[config.mk]
export PLATFORM = sky130hd
export DESIGN_NAME = mcu_spi_arbiter_flat
export DESIGN_NICKNAME = d
export VERILOG_FILES = /design/src/rtl/mcu_spi_pkg.sv /design/src/rtl/mcu_spi_arbiter_if.sv /design/src/rtl/mcu_ready_sync.sv /design/src/rtl/mcu_spi_arbiter.sv /design/src/flat_wrapper.sv
export SDC_FILE = /design/constraint.sdc
export NUM_CORES = 1
export LEC_CHECK = 0
export ABC_AREA = 1
export CORE_MARGIN = 2
export CORE_UTILIZATION = 35
export DETAILED_ROUTE_END_ITERATION = 8
export GPL_TIMING_DRIVEN = 1
export PLACE_DENSITY = 0.62
export SLEW_MARGIN = 25
export SYNTH_ARGS = -nofsm -noshare
export SYNTH_HDL_FRONTEND = slang
export SYNTH_HIERARCHICAL = 1
export SYNTH_SLANG_ARGS = --single-unit
[constraint.sdc]
create_clock -name SClk -period 4.3 [get_ports SClk]
set_clock_uncertainty 0.05 [all_clocks]
set_input_delay 0.645 -clock SClk [delete_from_list [all_inputs] [get_ports SClk]]
set_output_delay 0.645 -clock SClk [all_outputs]
set_load 0.05 [all_outputs]
[src/rtl/mcu_spi_pkg.sv]
// Shared types and constants for the MCU SPI arbiter: FSM state encoding,
// replay frame lengths and the default inter-frame gap.
package mcu_spi_pkg;

    typedef enum logic [3:0] {
        ST_IDLE,
        ST_EE_SETUP,
        ST_EE_SHIFT,
        ST_EE_TAIL,
        ST_HOST_SETUP,
        ST_HOST_SHIFT,
        ST_HOST_TAIL,
        ST_HOST_HOLD,
        ST_GAP
    } arb_state_t;

    localparam int FRAME_LEN_SHORT    = 16;
    localparam int FRAME_LEN_LONG     = 32;
    localparam int HOST_BITS          = 8;
    localparam int GAP_CYCLES_DEFAULT = 2;

    function automatic logic frame_len_ok(input logic [5:0] cnt);
        return (cnt == 6'(FRAME_LEN_SHORT)) || (cnt == 6'(FRAME_LEN_LONG));
    endfunction

endpackage

[src/rtl/mcu_spi_arbiter_if.sv]
// Bundle of the EEPROM mirror stream, host byte port, error flags and MCU SPI
// link; slave is the arbiter's view, master is the surrounding system's view.
interface mcu_spi_arbiter_if;

    logic       EepromSPIDo;
    logic       EepromSPISel;
    logic       EepromSPIClkRunning;
    logic       MCUReady;
    logic       MCUReadyFallingEdge;
    logic       HostStart;
    logic [7:0] HostTxData;
    logic       HostHold;
    logic       HostBusy;
    logic       HostDone;
    logic [7:0] HostRxData;
    logic       ErrClear;
    logic       EepromOverrun;
    logic       HostSelLost;
    logic       MCUSPIDo;
    logic       MCUSPISel;
    logic       MCUSPIClkEn;
    logic       MCUSPIDi;

    modport slave (
        input  EepromSPIDo, EepromSPISel, EepromSPIClkRunning, MCUReady,
        input  HostStart, HostTxData, HostHold, ErrClear, MCUSPIDi,
        output MCUReadyFallingEdge, HostBusy, HostDone, HostRxData,
        output EepromOverrun, HostSelLost, MCUSPIDo, MCUSPISel, MCUSPIClkEn
    );

    modport master (
        output EepromSPIDo, EepromSPISel, EepromSPIClkRunning, MCUReady,
        output HostStart, HostTxData, HostHold, ErrClear, MCUSPIDi,
        input  MCUReadyFallingEdge, HostBusy, HostDone, HostRxData,
        input  EepromOverrun, HostSelLost, MCUSPIDo, MCUSPISel, MCUSPIClkEn
    );

endinterface

[src/rtl/mcu_ready_sync.sv]
// Two-flop synchroniser for the asynchronous MCU ready pin with a registered
// falling-edge pulse. The chain resets to 1 so reset release never looks like a fall.
module mcu_ready_sync (
    input  logic clk,
    input  logic rst,
    input  logic async_in,
    output logic level,
    output logic fall
);

    logic meta;
    logic sync;
    logic last;

    always_ff @(posedge clk or posedge rst) begin
        if (rst) begin
            meta <= 1'b1;
            sync <= 1'b1;
            last <= 1'b1;
            fall <= 1'b0;
        end else begin
            meta <= async_in;
            sync <= meta;
            last <= sync;
            fall <= last & ~sync;
        end
    end

    assign level = sync;

endmodule

[src/rtl/mcu_spi_arbiter.sv]
// Store-and-forward replay of EEPROM mirror frames onto the shared MCU SPI link,
// interleaved with host byte transfers; all link outputs are registered.
//
// state      | meaning
// IDLE       | link released, waiting for a pending frame or a host request
// EE_SETUP   | Sel low one cycle before the EEPROM replay
// EE_SHIFT   | 16 or 32 replay bits, clock enabled
// EE_TAIL    | Sel low one cycle after the last replay bit
// HOST_SETUP | Sel low one cycle before the host byte
// HOST_SHIFT | 8 host bits out, MCU bits in
// HOST_TAIL  | last MCU bit sampled, HostDone issued on exit
// HOST_HOLD  | Sel kept low between host bytes
// GAP        | Sel high for GAP_CYCLES before the link may be reused
module mcu_spi_arbiter
    import mcu_spi_pkg::*;
#(
    parameter int GAP_CYCLES = GAP_CYCLES_DEFAULT
) (
    input  logic              SClk,
    input  logic              Reset,
    mcu_spi_arbiter_if.slave  bus
);

    localparam int GAP_W = (GAP_CYCLES > 2) ? $clog2(GAP_CYCLES) : 1;

    arb_state_t state;
    arb_state_t state_nxt;

    logic [31:0]      cap_sr;
    logic [5:0]       cap_cnt;
    logic [31:0]      pend_data;
    logic             pend_long;
    logic             pending;
    logic             frame_close;
    logic             frame_ok;

    logic [31:0]      sh;
    logic [4:0]       bit_cnt;
    logic [GAP_W-1:0] gap_cnt;
    logic             hold_q;
    logic             host_shift_q;
    logic [7:0]       rx_sr;
    logic             ready_level;

    logic             take_pending;
    logic             accept_host;
    logic             sel_lost_set;
    logic             host_done;

    mcu_ready_sync u_ready_sync (
        .clk      (SClk),
        .rst      (Reset),
        .async_in (bus.MCUReady),
        .level    (ready_level),
        .fall     (bus.MCUReadyFallingEdge)
    );

    assign frame_close = bus.EepromSPISel && (cap_cnt != 6'd0);
    assign frame_ok    = frame_close && frame_len_ok(cap_cnt);

    always_ff @(posedge SClk or posedge Reset) begin
        if (Reset) begin
            cap_sr  <= '0;
            cap_cnt <= '0;
        end else if (frame_close) begin
            cap_cnt <= '0;
        end else if (bus.EepromSPIClkRunning) begin
            cap_sr  <= {cap_sr[30:0], bus.EepromSPIDo};
            cap_cnt <= cap_cnt + 6'd1;
        end
    end

    // Short frames are left-aligned so the replay always shifts out of bit 31.
    always_ff @(posedge SClk or posedge Reset) begin
        if (Reset) begin
            pend_data <= '0;
            pend_long <= 1'b0;
            pending   <= 1'b0;
        end else if (frame_ok) begin
            pend_data <= (cap_cnt == 6'(FRAME_LEN_LONG)) ? cap_sr : {cap_sr[15:0], 16'h0000};
            pend_long <= (cap_cnt == 6'(FRAME_LEN_LONG));
            pending   <= 1'b1;
        end else if (take_pending) begin
            pending   <= 1'b0;
        end
    end

    always_ff @(posedge SClk or posedge Reset) begin
        if (Reset) begin
            state <= ST_IDLE;
        end else begin
            state <= state_nxt;
        end
    end

    always_comb begin
        state_nxt    = state;
        take_pending = 1'b0;
        accept_host  = 1'b0;
        sel_lost_set = 1'b0;
        host_done    = 1'b0;
        case (state)
            ST_IDLE: begin
                if (pending) begin
                    take_pending = 1'b1;
                    state_nxt    = ST_EE_SETUP;
                end else if (bus.HostStart && ready_level) begin
                    accept_host = 1'b1;
                    state_nxt   = ST_HOST_SETUP;
                end
            end
            ST_EE_SETUP:   state_nxt = ST_EE_SHIFT;
            ST_EE_SHIFT:   if (bit_cnt == 5'd0) state_nxt = ST_EE_TAIL;
            ST_EE_TAIL:    state_nxt = ST_GAP;
            ST_HOST_SETUP: state_nxt = ST_HOST_SHIFT;
            ST_HOST_SHIFT: if (bit_cnt == 5'd0) state_nxt = ST_HOST_TAIL;
            ST_HOST_TAIL: begin
                host_done = 1'b1;
                state_nxt = hold_q ? ST_HOST_HOLD : ST_GAP;
            end
            ST_HOST_HOLD: begin
                if (bus.HostStart) begin
                    accept_host = 1'b1;
                    state_nxt   = ST_HOST_SETUP;
                end else if (pending) begin
                    sel_lost_set = 1'b1;
                    state_nxt    = ST_GAP;
                end else if (!bus.HostHold) begin
                    state_nxt = ST_GAP;
                end
            end
            // A frame already waiting at the end of the gap starts directly,
            // so back-to-back frames see exactly GAP_CYCLES of Sel high.
            ST_GAP: begin
                if (gap_cnt == '0) begin
                    if (pending) begin
                        take_pending = 1'b1;
                        state_nxt    = ST_EE_SETUP;
                    end else begin
                        state_nxt = ST_IDLE;
                    end
                end
            end
            default: state_nxt = ST_IDLE;
        endcase
    end

    always_ff @(posedge SClk or posedge Reset) begin
        if (Reset) begin
            sh      <= '0;
            bit_cnt <= '0;
            hold_q  <= 1'b0;
            gap_cnt <= '0;
        end else begin
            if (take_pending) begin
                sh      <= pend_data;
                bit_cnt <= pend_long ? 5'(FRAME_LEN_LONG - 1) : 5'(FRAME_LEN_SHORT - 1);
            end else if (accept_host) begin
                sh      <= {bus.HostTxData, {(32 - HOST_BITS){1'b0}}};
                bit_cnt <= 5'(HOST_BITS - 1);
                hold_q  <= bus.HostHold;
            end else if (state == ST_EE_SHIFT || state == ST_HOST_SHIFT) begin
                sh      <= {sh[30:0], 1'b0};
                bit_cnt <= bit_cnt - 5'd1;
            end

            if (state_nxt == ST_GAP && state != ST_GAP) begin
                gap_cnt <= GAP_W'(GAP_CYCLES - 1);
            end else if (state == ST_GAP && gap_cnt != '0) begin
                gap_cnt <= gap_cnt - GAP_W'(1);
            end
        end
    end

    // Link pins trail the state by one cycle; MCU data is therefore sampled
    // one cycle after each HOST_SHIFT state, at the edge ending the visible bit.
    always_ff @(posedge SClk or posedge Reset) begin
        if (Reset) begin
            bus.MCUSPISel   <= 1'b1;
            bus.MCUSPIClkEn <= 1'b0;
            bus.MCUSPIDo    <= 1'b0;
            host_shift_q    <= 1'b0;
            rx_sr           <= '0;
            bus.HostRxData  <= '0;
            bus.HostDone    <= 1'b0;
            bus.HostBusy    <= 1'b0;
        end else begin
            bus.MCUSPISel   <= (state == ST_IDLE) || (state == ST_GAP);
            bus.MCUSPIClkEn <= (state == ST_EE_SHIFT) || (state == ST_HOST_SHIFT);
            bus.MCUSPIDo    <= ((state == ST_EE_SHIFT) || (state == ST_HOST_SHIFT)) ? sh[31] : 1'b0;
            host_shift_q    <= (state == ST_HOST_SHIFT);
            if (host_shift_q) begin
                rx_sr <= {rx_sr[6:0], bus.MCUSPIDi};
            end
            bus.HostDone <= host_done;
            if (host_done) begin
                bus.HostRxData <= {rx_sr[6:0], bus.MCUSPIDi};
            end
            if (accept_host) begin
                bus.HostBusy <= 1'b1;
            end else if (host_done) begin
                bus.HostBusy <= 1'b0;
            end
        end
    end

    always_ff @(posedge SClk or posedge Reset) begin
        if (Reset) begin
            bus.EepromOverrun <= 1'b0;
            bus.HostSelLost   <= 1'b0;
        end else begin
            if (frame_ok && pending && !take_pending) begin
                bus.EepromOverrun <= 1'b1;
            end else if (bus.ErrClear) begin
                bus.EepromOverrun <= 1'b0;
            end
            if (sel_lost_set) begin
                bus.HostSelLost <= 1'b1;
            end else if (bus.ErrClear) begin
                bus.HostSelLost <= 1'b0;
            end
        end
    end

endmodule
[src/flat_wrapper.sv]
// flat-port wrapper written by rule: the top's interface ports become plain ports
module mcu_spi_arbiter_flat import mcu_spi_pkg::*;
#(
    parameter int GAP_CYCLES = GAP_CYCLES_DEFAULT
)
  (SClk, Reset, bus_EepromSPIDo, bus_EepromSPISel, bus_EepromSPIClkRunning, bus_MCUReady, bus_HostStart, bus_HostTxData, bus_HostHold, bus_ErrClear, bus_MCUSPIDi, bus_MCUReadyFallingEdge, bus_HostBusy, bus_HostDone, bus_HostRxData, bus_EepromOverrun, bus_HostSelLost, bus_MCUSPIDo, bus_MCUSPISel, bus_MCUSPIClkEn);
  mcu_spi_arbiter_if bus_i ();
  input  logic SClk;
  input  logic Reset;
  input wire logic [$bits(bus_i.EepromSPIDo)-1:0] bus_EepromSPIDo;
  input wire logic [$bits(bus_i.EepromSPISel)-1:0] bus_EepromSPISel;
  input wire logic [$bits(bus_i.EepromSPIClkRunning)-1:0] bus_EepromSPIClkRunning;
  input wire logic [$bits(bus_i.MCUReady)-1:0] bus_MCUReady;
  input wire logic [$bits(bus_i.HostStart)-1:0] bus_HostStart;
  input wire logic [$bits(bus_i.HostTxData)-1:0] bus_HostTxData;
  input wire logic [$bits(bus_i.HostHold)-1:0] bus_HostHold;
  input wire logic [$bits(bus_i.ErrClear)-1:0] bus_ErrClear;
  input wire logic [$bits(bus_i.MCUSPIDi)-1:0] bus_MCUSPIDi;
  output wire logic [$bits(bus_i.MCUReadyFallingEdge)-1:0] bus_MCUReadyFallingEdge;
  output wire logic [$bits(bus_i.HostBusy)-1:0] bus_HostBusy;
  output wire logic [$bits(bus_i.HostDone)-1:0] bus_HostDone;
  output wire logic [$bits(bus_i.HostRxData)-1:0] bus_HostRxData;
  output wire logic [$bits(bus_i.EepromOverrun)-1:0] bus_EepromOverrun;
  output wire logic [$bits(bus_i.HostSelLost)-1:0] bus_HostSelLost;
  output wire logic [$bits(bus_i.MCUSPIDo)-1:0] bus_MCUSPIDo;
  output wire logic [$bits(bus_i.MCUSPISel)-1:0] bus_MCUSPISel;
  output wire logic [$bits(bus_i.MCUSPIClkEn)-1:0] bus_MCUSPIClkEn;
  assign bus_i.EepromSPIDo = bus_EepromSPIDo;
  assign bus_i.EepromSPISel = bus_EepromSPISel;
  assign bus_i.EepromSPIClkRunning = bus_EepromSPIClkRunning;
  assign bus_i.MCUReady = bus_MCUReady;
  assign bus_i.HostStart = bus_HostStart;
  assign bus_i.HostTxData = bus_HostTxData;
  assign bus_i.HostHold = bus_HostHold;
  assign bus_i.ErrClear = bus_ErrClear;
  assign bus_i.MCUSPIDi = bus_MCUSPIDi;
  assign bus_MCUReadyFallingEdge = bus_i.MCUReadyFallingEdge;
  assign bus_HostBusy = bus_i.HostBusy;
  assign bus_HostDone = bus_i.HostDone;
  assign bus_HostRxData = bus_i.HostRxData;
  assign bus_EepromOverrun = bus_i.EepromOverrun;
  assign bus_HostSelLost = bus_i.HostSelLost;
  assign bus_MCUSPIDo = bus_i.MCUSPIDo;
  assign bus_MCUSPISel = bus_i.MCUSPISel;
  assign bus_MCUSPIClkEn = bus_i.MCUSPIClkEn;
  mcu_spi_arbiter #(.GAP_CYCLES(GAP_CYCLES)) u_core (.SClk(SClk), .Reset(Reset), .bus(bus_i));
endmodule
==> results.txt, run 1 <==
- In this run the power density over the cells is 666 nW/um^2.
* Antenna violations before repair: 0
* CP dominant cell by count: nand2_1
- Hold Worst Slack: 0.304 ns
- After global routing the overflow that remains totals 0.
- For this block, the via count after detailed routing is 4938.
* Minimum clock period after layout: 2.84 ns
- Chip height: 140 um
- For the worst flop-to-flop path, the logic depth is 10.
- Type of the most critical hold path: register to register
* Number of antenna diodes: 0
- Clock network latency to the later pin of the worst-skew pair: 0.42 ns
- Ratio of final minimum period to clock period: 66.0%
- In the synthesized netlist the async set-or-reset flop fraction comes to 100%.
- TritonCTS built the clock tree.
- Synth Net Count: 812
* Bufs and invs on worst path: 3
* Wire length of the first global-routing pass: 23.7 mm
- The most common cell in the synthesized netlist is nand2_1.
- Top-Level Pins: 34
- Setup slack of the worst register-to-register path: 1.46 ns
- Placed Cells: 1024
* Synth area leaders: dfrtp_1 54%, nand2_1 15%, inv_1 6.4%
- The clock passes through at most 2 buffers.
* Highest achievable clock rate: 352 MHz
* Post-synthesis cell type count: 31
- Area of the multi-input gates: 2290 um^2
* Wire length after detailed routing: 13.9 mm
* Buffers inserted by post-CTS timing repair: 0
* Area of all sequential standard cells: 3560 um^2
- In this run the tool buffered the top-level ports with 33 buffer cells.
- Summing the sequential cell areas from Yosys gives 55.3% of the chip area.
- At the worst endpoint, the required time is 4.60 ns.
- Across the run, the number of max-cap violations was 0.
- In this run, post-CTS hold repair placed 0 buffers.
* Area overhead of the layout relative to synthesis: 16.4%
- The final-report max-slew violation count is 0.
- In this run the tightest slew margin relative to its limit is 50.4%.
- Residual DRC: 0
- Clock tree synthesis selected as its root buffer the cell clkbuf_16.
- In the final timing run, aggregate negative setup slack is 0 ns.
- Setup violations remaining at the end of the flow were counted as 0.
- STA classifies the critical path endpoint as a register.
* Min-Delay Path Depth: 0
- Number of standard cells in the final layout excluding fillers: 1055
* H-Tree Level Count: 4
- Maximum number of pins on one net before global-route repair: 74
- Setup crit start kind: register
- For this run, the detailed router's first-pass iteration total came to 5.
- Critical path class: register to register
- RSZ-0062 raised after global routing: false
- Ratio of cells with drive above 1 in the final layout: 7.26%
- Synth Register Bits: 142
- The largest total area in the synthesized netlist belongs to dfrtp_1.
- Synth cell count leaders: 259 x nand2_1, 138 x dfrtp_1, 109 x inv_1
- Placed wire-length estimate after detailed placement: 9.17 mm
- The number of global-route vias before repair came to 4792.
* Final Hold Fails: 0
- Along the worst path, the maximum fanout reaches 54.
- Placer Congestion: 0.822
- The die covers 19500 um^2.
- The floorplan has 49 rows.
- The region available for standard cell placement spans 18000 um^2.
- For this run, the share of the core covered by cells in the final layout is 41.6%.
- After synthesis, the largest area contributor takes up 53.6% of total cell area.
* Number of enable-type register cells in the synthesized netlist: 0
* Crit-path slowest cell: nor2_8
- Initial core utilization: 35.7%
- Tot GR Track Use: 15.2%
- For the pin with the worst max-slew slack, the measured transition is 0.743 ns.
- Fill cells in the final layout number 1827.
- Number of warnings reported in the yosys synthesis log: 6
* Max incr delay on CP: 0.61 ns
* Arrival time of data at the critical path endpoint: 3.14 ns
* Netlist Area Pre-Place: 6440 um^2
- Synthesis produced a netlist whose cell count is 790.
* Post-route ant nets: 0
* Number of nets in the layout: 836
- Worst path cell trace: inv_2 -> nand2_1 -> nor2_1 -> nand2_1 -> inv_2 -> nor2_8 -> nand2_2 -> inv_2 -> nand2_1 -> nand2_1
- The average instance in the mapped netlist occupies 8.15 um^2.
* Average routed wire per standard cell: 13.2 um
* Run status: finished, final reports clean
- Summed over all cells, the static leakage comes to 0.00376 uW.
- Cell count along the critical path: 10
- Clock transition time at the flip-flop clock pins of the worst setup and hold paths: 0.06 ns
- Post-CTS resize count: 0
- In the synthesized netlist the dominant register cell turns out to be dfrtp_1.
* DR vias/cell: 4.68
- IR analysis of the VDD net gives a maximum drop of 410 uV.
- Iter 0 DRT Violations: 315
- In this design, the largest share of critical-path delay is due to simple AND/OR/NAND/NOR gates.
* Sink count of the clock tree: 142
- Clock buffers created by TritonCTS: 17
- X dimension of the die: 140 um
## registers in the layout, summed over array words and instances (netlist names), 4 cells and up
signal	count
u_core/cap_sr	32
u_core/bit_cnt	5
u_core/rx_sr	7
u_core/sh	32
u_core/pend_data	32
u_core/state	4
u_core/cap_cnt	6
u_core/bus.HostRxData	8
## placed cells by master, fill, tap and decap left out, types with 13 or more instances in the layout
cell	instances
a21oi_1	14
nand2_1	259
inv_1	108
a31oi_1	13
clkbuf_16	17
nor2_1	45
dfrtp_1	138
nand3_1	44
o21ai_1	16
clkdlybuf4s50_1	33
o21ai_0	62
## routing by layer
metal	global-route usage [%]	vias to the layer above	routed length [um]
met4	5.11	0	160
met1	22.0	2309	7170
met5	0	-	0
li1	-	2525	-
met3	3.85	8	519
met2	22.3	96	6030
## path summary, 6_finish.rpt
path | start | to
max | u_core/state[0] | u_core/sh[29]
min | u_core/u_ready_sync/meta | u_core/u_ready_sync/level
max reg2reg | u_core/state[0] | u_core/sh[29]
min reg2reg | u_core/u_ready_sync/meta | u_core/u_ready_sync/level
max in group asynchronous | Reset | u_core/bus.MCUSPIClkEn
min in group asynchronous | Reset | u_core/u_ready_sync/fall
## worst reg2reg max path, stage by stage, from the launching register on
cell and delay, ns:
dfrtp_1 0.39, inv_2 0.10, nand2_1 0.10, nor2_1 0.06, nand2_1 0.35, inv_2 0.38
nor2_8 0.62, nand2_2 0.33, inv_2 0.24, nand2_1 0.09, nand2_1 0.07
## per-stage QoR
stage               setup slack, ns  power (uW)  area [um^2]
floorplan                      1.88        3270         6440
finish                         1.46        4990         7500
global route                   1.22        5400         7500
CTS                            1.48        5040         7490
global placement               1.37        3630         6940
detailed placement             1.30        3650         6940
## area by class of cell
type | instances | share of cell area (%)
Timing Repair Buffer | 37 | 4.97
Inverter | 115 | 5.81
Clock buffer | 23 | 6.64
Sequential cell | 142 | 47.5
Tap cell | 229 | 3.82
Multi-Input combinational cell | 501 | 30.5
Clock inverter | 8 | 0.751
## power by group
group	internal, uW	total (uW)	switching [uW]
Combinational	540	1640	1100
Sequential	1760	1980	227
Clock	811	1360	554
Total	3110	4990	1880
## kinds of logic (layout without fill, tap and decap cells)
group / after synthesis / count (layout) / share of synthesized area, %
buffers and inverters: 147 / 183 / 9.29
XOR/XNOR: 2 / 2 / 0.272
AO/OA/AOI/OAI: 116 / 116 / 9.73
adder cells (fa/ha/maj): 4 / 4 / 0.777
flip-flops: 142 / 142 / 55.3
AND/OR/NAND/NOR: 379 / 379 / 24.7
Note: power is estimated with default switching activity, not from simulation.
==> inputs of run 2 (changes only) <==
- PLACE_DENSITY: 0.62 -> 0.6
- clock period: 4.3 -> 2.8 ns (I/O delays scaled with it)
==> run 2 against run 1 <==
  * Cell count grew 0.95%
  * Global-route usage is essentially flat
  * Worst hold slack lost 0.064 ns
  * Routed wire length shrank 1.2%
  * Sequential power grew 54%
==> results.txt, run 2 (same netlist as run 1, synthesis figures left out) <==
* Run status: finished, final reports clean
* Arrival time of data at the critical path endpoint: 2.76 ns (-0.38 ns)
* Minimum clock period after layout: 2.52 ns (-0.324 ns)
- Clock Root Buffer: clkbuf_16
- Setup crit start kind: register
- The placeable core region came to 18000 um^2 (unchanged).
- The area of placed instances is 7020 um^2 (+1.2%).
- The achievable frequency came to 398 MHz (+13%).
- The setup fix buffers added after clock tree synthesis came to 0 (unchanged).
* Leakage component of the power: 0.00382 uW (+1.6%)
* Post-CTS resize count: 0 (unchanged)
- CP delay by family, top: simple AND/OR/NAND/NOR gates
* CP required: 3.04 ns (-1.56 ns)
- Bufs and invs on worst path: 2 (-1)
- The actual slew at the worst max-slew pin came to 0.768 ns (+0.0249 ns).
- The starting density of the core is 35.7% (unchanged).
- The width of the die came to 140 um (unchanged).
- Worst path cell trace: nor2_4 -> nand2_2 -> o21ai_4 -> inv_2 -> nand2_2 -> inv_2 -> nand2_1 -> nand2_1
- The final routed wirelength across all metal layers was 13.7 mm (-1.2%).
- DR vias/cell: 4.62 (-1.3%)
* Wire length of the first global-routing pass: 24.0 mm (+1.3%)
* Placed Cells: 1033 (+0.88%)
- Cts-stage hold buffer count: 0 (unchanged)
- Type of element capturing the critical path: register
- Sink count of the clock tree: 142 (unchanged)
- The maximum number of pins on one net before global-route repair came to 48 (-35%).
* Number of antenna diodes: 0 (unchanged)
* Placed wire-length estimate after detailed placement: 9.34 mm (+1.8%)
- Critical path fanouts, max: 28 (-48%)
- The post-CTS clock slew at the launch and capture registers of the worst setup and hold paths was 0.06 ns (about the same).
* Residual DRC: 0 (unchanged)
- Detailed Routing Iterations Pass 1: 4 (-1)
* Total setup violations reported at the end of the flow: 0 (unchanged)
- The number of routed nets with antenna violations was 0 (unchanged).
* Commonest cells after routing, fill and taps aside: 259 x nand2_1, 138 x dfrtp_1, 108 x inv_1
- The worst max-slew margin expressed relative to the limit is 48.7% (-1.7 points).
- The summed negative setup slack over all endpoints came to 0 ns (unchanged).
* RSZ-0062 raised after global routing: false
- The fraction of final layout cells with drive strength greater than 1 came to 8.37% (+1.1 points).
- The count of maximum capacitance violations came to 0 (unchanged).
- The post-route non-filler standard cell count is 1065 (+0.95%).
* Chip height: 140 um (unchanged)
* Area overhead of the layout relative to synthesis: 18.0%
- The final-report max-slew violation count is 0 (unchanged).
- Placer Congestion: 0.801 (-2.5%)
- Average routed wire per standard cell: 12.9 um (-2.2%)
* Clock buffers created by TritonCTS: 17 (unchanged)
- The fraction of the cycle the final worst path needs is 89.8% (+24 points).
- Type of the most critical hold path: input pin to asynchronous set/reset pin
- The aggregate global-route resource usage is 15.2% (about the same).
- TritonCTS built the clock tree.
* Max incr delay on CP: 0.57 ns (-0.04 ns)
- The clock insertion delay at the later pin of the skew report came to 0.42 ns (about the same).
- Overall die area: 19500 um^2 (unchanged)
* Via count of the first global-routing pass: 4939 (+3.1%)
- Port-buffer cells: 33 (unchanged)
- Number of rows in the core area: 49 (unchanged)
- Antenna violations before repair: 0 (unchanged)
* Via count: 4918 (-0.41%)
* Fill cell total of the finished layout: 1835 (+0.44%)
- The power per cell area is 1030 nW/um^2 (+54%).
- Largest registers ranked by flip-flop count: u_core/cap_sr x32, u_core/pend_data x32, u_core/sh x32
- The final-report hold violation count was 0 (unchanged).
- For this design, the slowest cell found on the critical path is o21ai_4.
* Number of nets in the layout: 845 (+1.1%)
* Peak supply drop: 552 uV (+35%)
* Maximum number of buffers from clock root to sink: 2 (unchanged)
- The final design area excluding fillers is 7600 um^2 (+1.4%).
* Critical path class: register to register
- The leftover overflow at the end of global routing is 0 (unchanged).
- The library cell used most frequently in the layout, excluding fill and tap cells, is nand2_1.
- The count of routing violations after the opening detailed-route iteration came to 370 (+17%).
- H-Tree Level Count: 4 (unchanged)
* Top-Level Pins: 34 (unchanged)
==> run 2: area by class of cell <==
| type | instances | area, um^2 | area share [%] |
|---|---|---|---|
| Sequential cell | 142 | 3560 | 46.8 |
| Multi-Input combinational cell | 501 | 2280 | 30.0 |
| Clock buffer | 22 | 484 | 6.37 |
| Timing Repair Buffer | 46 | 453 | 5.96 |
| Inverter | 115 | 435 | 5.73 |
| Tap cell | 229 | 287 | 3.77 |
| Clock inverter | 10 | 101 | 1.33 |
==> run 2: final timing paths <==
kind	startpoint	endpoint	slack, ns	cells after the start
worst max-delay path	u_core/state[3]	u_core/bit_cnt[4]	0.28	8
worst min-delay path	Reset	u_core/u_ready_sync/fall	0.24	2
worst max register to register	u_core/state[3]	u_core/bit_cnt[4]	0.28	8
worst min register to register	u_core/u_ready_sync/meta	u_core/u_ready_sync/level	0.31	0
max in group asynchronous	Reset	u_core/cap_cnt[3]	1.54	3
min in group SClk	u_core/u_ready_sync/meta	u_core/u_ready_sync/level	0.31	0
==> run 2: stage by stage <==
step                total power (uW)  util (%)  hold slack (ns)  setup WS (ns)
finish                          7790      42.2            0.240          0.285
global route                    8440      42.2            0.238         0.0111
CTS                             7890      42.2            0.217          0.278
detailed placement              5630      38.9            0.299          0.296
global placement                5570      38.9            0.298          0.292
floorplan                       5010         -            0.134          0.610
==> run 2: per-layer routing <==
layer  vias to the layer above  share of wire (%)  global-route usage, %
met5                         -                  0                      0
met4                         0               0.58                   4.89
met1                      2309                 49                   20.7
li1                       2543                  -                      -
met3                         7                2.2                   3.34
met2                        59                 48                   24.3
==> run 2: power breakdown <==
part / switching, uW / internal (uW) / leakage (uW) / total (uW)
registers: 356 / 2700 / 0.00180 / 3050
logic: 1680 / 846 / 0.00173 / 2530
clock network: 882 / 1330 / 0.000286 / 2210
==> inputs of run 3 (changes only) <==
- clock period: 2.8 -> 3.19 ns (I/O delays scaled with it)
==> run 3 against run 2 <==
  * Fmax down 0.91%
  * Clock power down 13%
  * Largest cell class unchanged
  * Cell count about the same
  * Total power down 12%
  * Non-clock buffer count down 1
==> results.txt, run 3 (same netlist as run 1, synthesis figures left out) <==
- Final Hold Fails: 0 (unchanged)
* Max incr delay on CP: 0.60 ns (+0.03 ns)
* Residual DRC: 0 (unchanged)
- The placed wire-length estimate after detailed placement was 9.28 mm (-0.58%).
- The leftover overflow at the end of global routing is 0 (unchanged).
- The width of the die came to 140 um (unchanged).
- The final routed wirelength across all metal layers was 13.9 mm (+1.1%).
- Ratio of final minimum period to clock period: 79.6% (-10 points)
- The fraction of final layout cells with drive strength greater than 1 came to 8.38% (+0.010 points).
- In this run the critical register-to-register path is launched from u_core/state[3].
- The power per cell area is 902 nW/um^2 (-12%).
- The worst path arrival time came to 2.80 ns (+0.04 ns).
* Most common cell after layout, fill and taps aside: nand2_1
* Peak supply drop: 441 uV (-20%)
- By startpoint and endpoint, the worst setup path is classified as register to register.
- TritonCTS clock tree: yes
- The first-pass iteration count of the detailed router was 4 (unchanged).
- The top-level port count came to 34 (unchanged).
- Largest registers ranked by flip-flop count: u_core/cap_sr x32, u_core/pend_data x32, u_core/sh x32
- Via count of the first global-routing pass: 4924 (-0.30%)
- Placer Congestion: 0.815 (+1.8%)
* Leakage component of the power: 0.00380 uW (-0.44%)
- Maximum number of pins on one net before global-route repair: 54 (+13%)
- RSZ-0062 raised after global routing: false
- Setup slack of the worst register-to-register path: 0.65 ns (+0.37 ns)
- Worst path cell trace: nor2_4 -> nand2_2 -> o21ai_4 -> inv_2 -> nand2_2 -> inv_2 -> nand2_1 -> nand2_1
* Crit-path slowest cell: o21ai_4
- Cts-stage hold buffer count: 0 (unchanged)
- Setup crit start kind: register
- Iter 0 DRT Violations: 326 (-12%)
- DR vias/cell: 4.72 (+2.1%)
- The vertical die dimension is 140 um (unchanged).
* R2R cell count: 8 (unchanged)
- The number of gates resized after CTS was 0 (unchanged).
- The achievable frequency came to 394 MHz (-0.91%).
* Area of the multi-input gates: 2280 um^2 (unchanged)
- Overall die area: 19500 um^2 (unchanged)
- Sink count of the clock tree: 142 (unchanged)
- Type of element capturing the critical path: register
* Buffers inserted by post-CTS timing repair: 0 (unchanged)
* Number of antenna diodes: 0 (unchanged)
* Final Slew Violations: 0 (unchanged)
- Average routed wire per standard cell: 13.0 um (+1.2%)
* Total setup violations reported at the end of the flow: 0 (unchanged)
* Minimum clock period after layout: 2.54 ns (+0.0231 ns)
- The global-route wire length before repair is 23.8 mm (-1.1%).
- Worst relative slew slack: 49.6% (+0.92 points)
* End of the worst register-to-register path: u_core/sh[28]
* Maximum number of buffers from clock root to sink: 2 (unchanged)
* Antenna violations before repair: 0 (unchanged)
* H-Tree Level Count: 4 (unchanged)
- Commonest cells after routing, fill and taps aside: 259 x nand2_1, 138 x dfrtp_1, 108 x inv_1
* Post-route ant nets: 0 (unchanged)
- Fill cell total of the finished layout: 1874 (+2.1%)
- Area overhead of the layout relative to synthesis: 17.4%
- The starting density of the core came to 35.7% (unchanged).
- The worst slack after detailed placement came to 0.633 ns (+0.337 ns).
* Clock buffers created by TritonCTS: 17 (unchanged)
* Type of the most critical hold path: input pin to asynchronous set/reset pin
* Clock transition time at the flip-flop clock pins of the worst setup and hold paths: 0.06 ns (about the same)
* Number of nets in the layout: 844 (-0.12%)
- The cell sitting at the root of the clock tree is a clkbuf_16.
* Floorplan core area: 18000 um^2 (unchanged)
- The flow ran to the end, and the final reports show no timing, DRC or antenna violations.
* Critical path fanouts, max: 28 (unchanged)
- Number of rows in the core area: 49 (unchanged)
- The data required time of the worst path is 3.45 ns (+0.41 ns).
* Slew at the pin closest to its max-slew limit: 0.753 ns (-0.0145 ns)
* Port-buffer cells: 33 (unchanged)
* Setup tns final: 0 ns (unchanged)
- Via count: 5018 (+2.0%)
* Tot GR Track Use: 15.0% (-0.14 points)
- Post-layout worst setup margin: 0.652 ns (+0.367 ns)
- Area of all sequential standard cells: 3560 um^2 (unchanged)
- Max_cap viols: 0 (unchanged)
* Clock network latency to the later pin of the worst-skew pair: 0.42 ns (about the same)
-- run 3: metal layers --
layer | part of all wire (%) | GRT usage, %
met5 | 0 | 0
met4 | 1.8 | 5.58
met3 | 3.0 | 3.58
met2 | 46 | 23.4
met1 | 49 | 20.6
-- run 3: how the worst max path moves through the flow --
| stage | slack (ns) | from | endpoint |
|---|---|---|---|
| after global routing | 0.48 | u_core/state[3] | u_core/sh[27] |
| after detailed placement | 0.63 | u_core/state[3] | u_core/sh[27] |
| after global placement | 0.65 | bus_HostStart | u_core/sh[10] |
| after CTS | 0.63 | u_core/state[3] | u_core/sh[28] |
| after floorplan | 0.94 | Reset | u_core/bit_cnt[0] |
| final | 0.65 | u_core/state[3] | u_core/sh[28] |
-- run 3: metrics by stage --
step / util, % / power (uW) / cell area (um^2) / std cells / hold slack (ns)
2_1_floorplan: - / 4400 / 6440 / 790 / 0.192
3_3_place_gp: 38.7 / 4890 / 6980 / 1032 / 0.298
3_5_place_dp: 38.7 / 4940 / 6980 / 1032 / 0.300
4_1_cts: 41.9 / 6900 / 7560 / 1064 / 0.274
5_1_grt: 41.9 / 7350 / 7560 / 1064 / 0.293
6_report: 41.9 / 6820 / 7560 / 1064 / 0.284
-- run 3: critical path, delay by kind of cell (launching register included) --
kind / cells / cell delay (ns)
and+or+nand+nor: 5 / 0.74
AOI/OAI and AO/OA: 1 / 0.60
buffers and inverters: 2 / 0.56
DFF: 1 / 0.45
-- run 3: cell type report --
cell class | count | area share, %
clock buffers | 20 | 6.17
well taps | 229 | 3.79
multi-input cells | 501 | 30.2
clock inverters | 12 | 1.44
flip-flops and latches | 142 | 47.1
repair buffers | 45 | 5.56
inverters | 115 | 5.76
-- run 3: where the power goes --
group	switching (uW)	internal, uW
Clock	779	1140
Combinational	1480	739
Sequential	312	2370
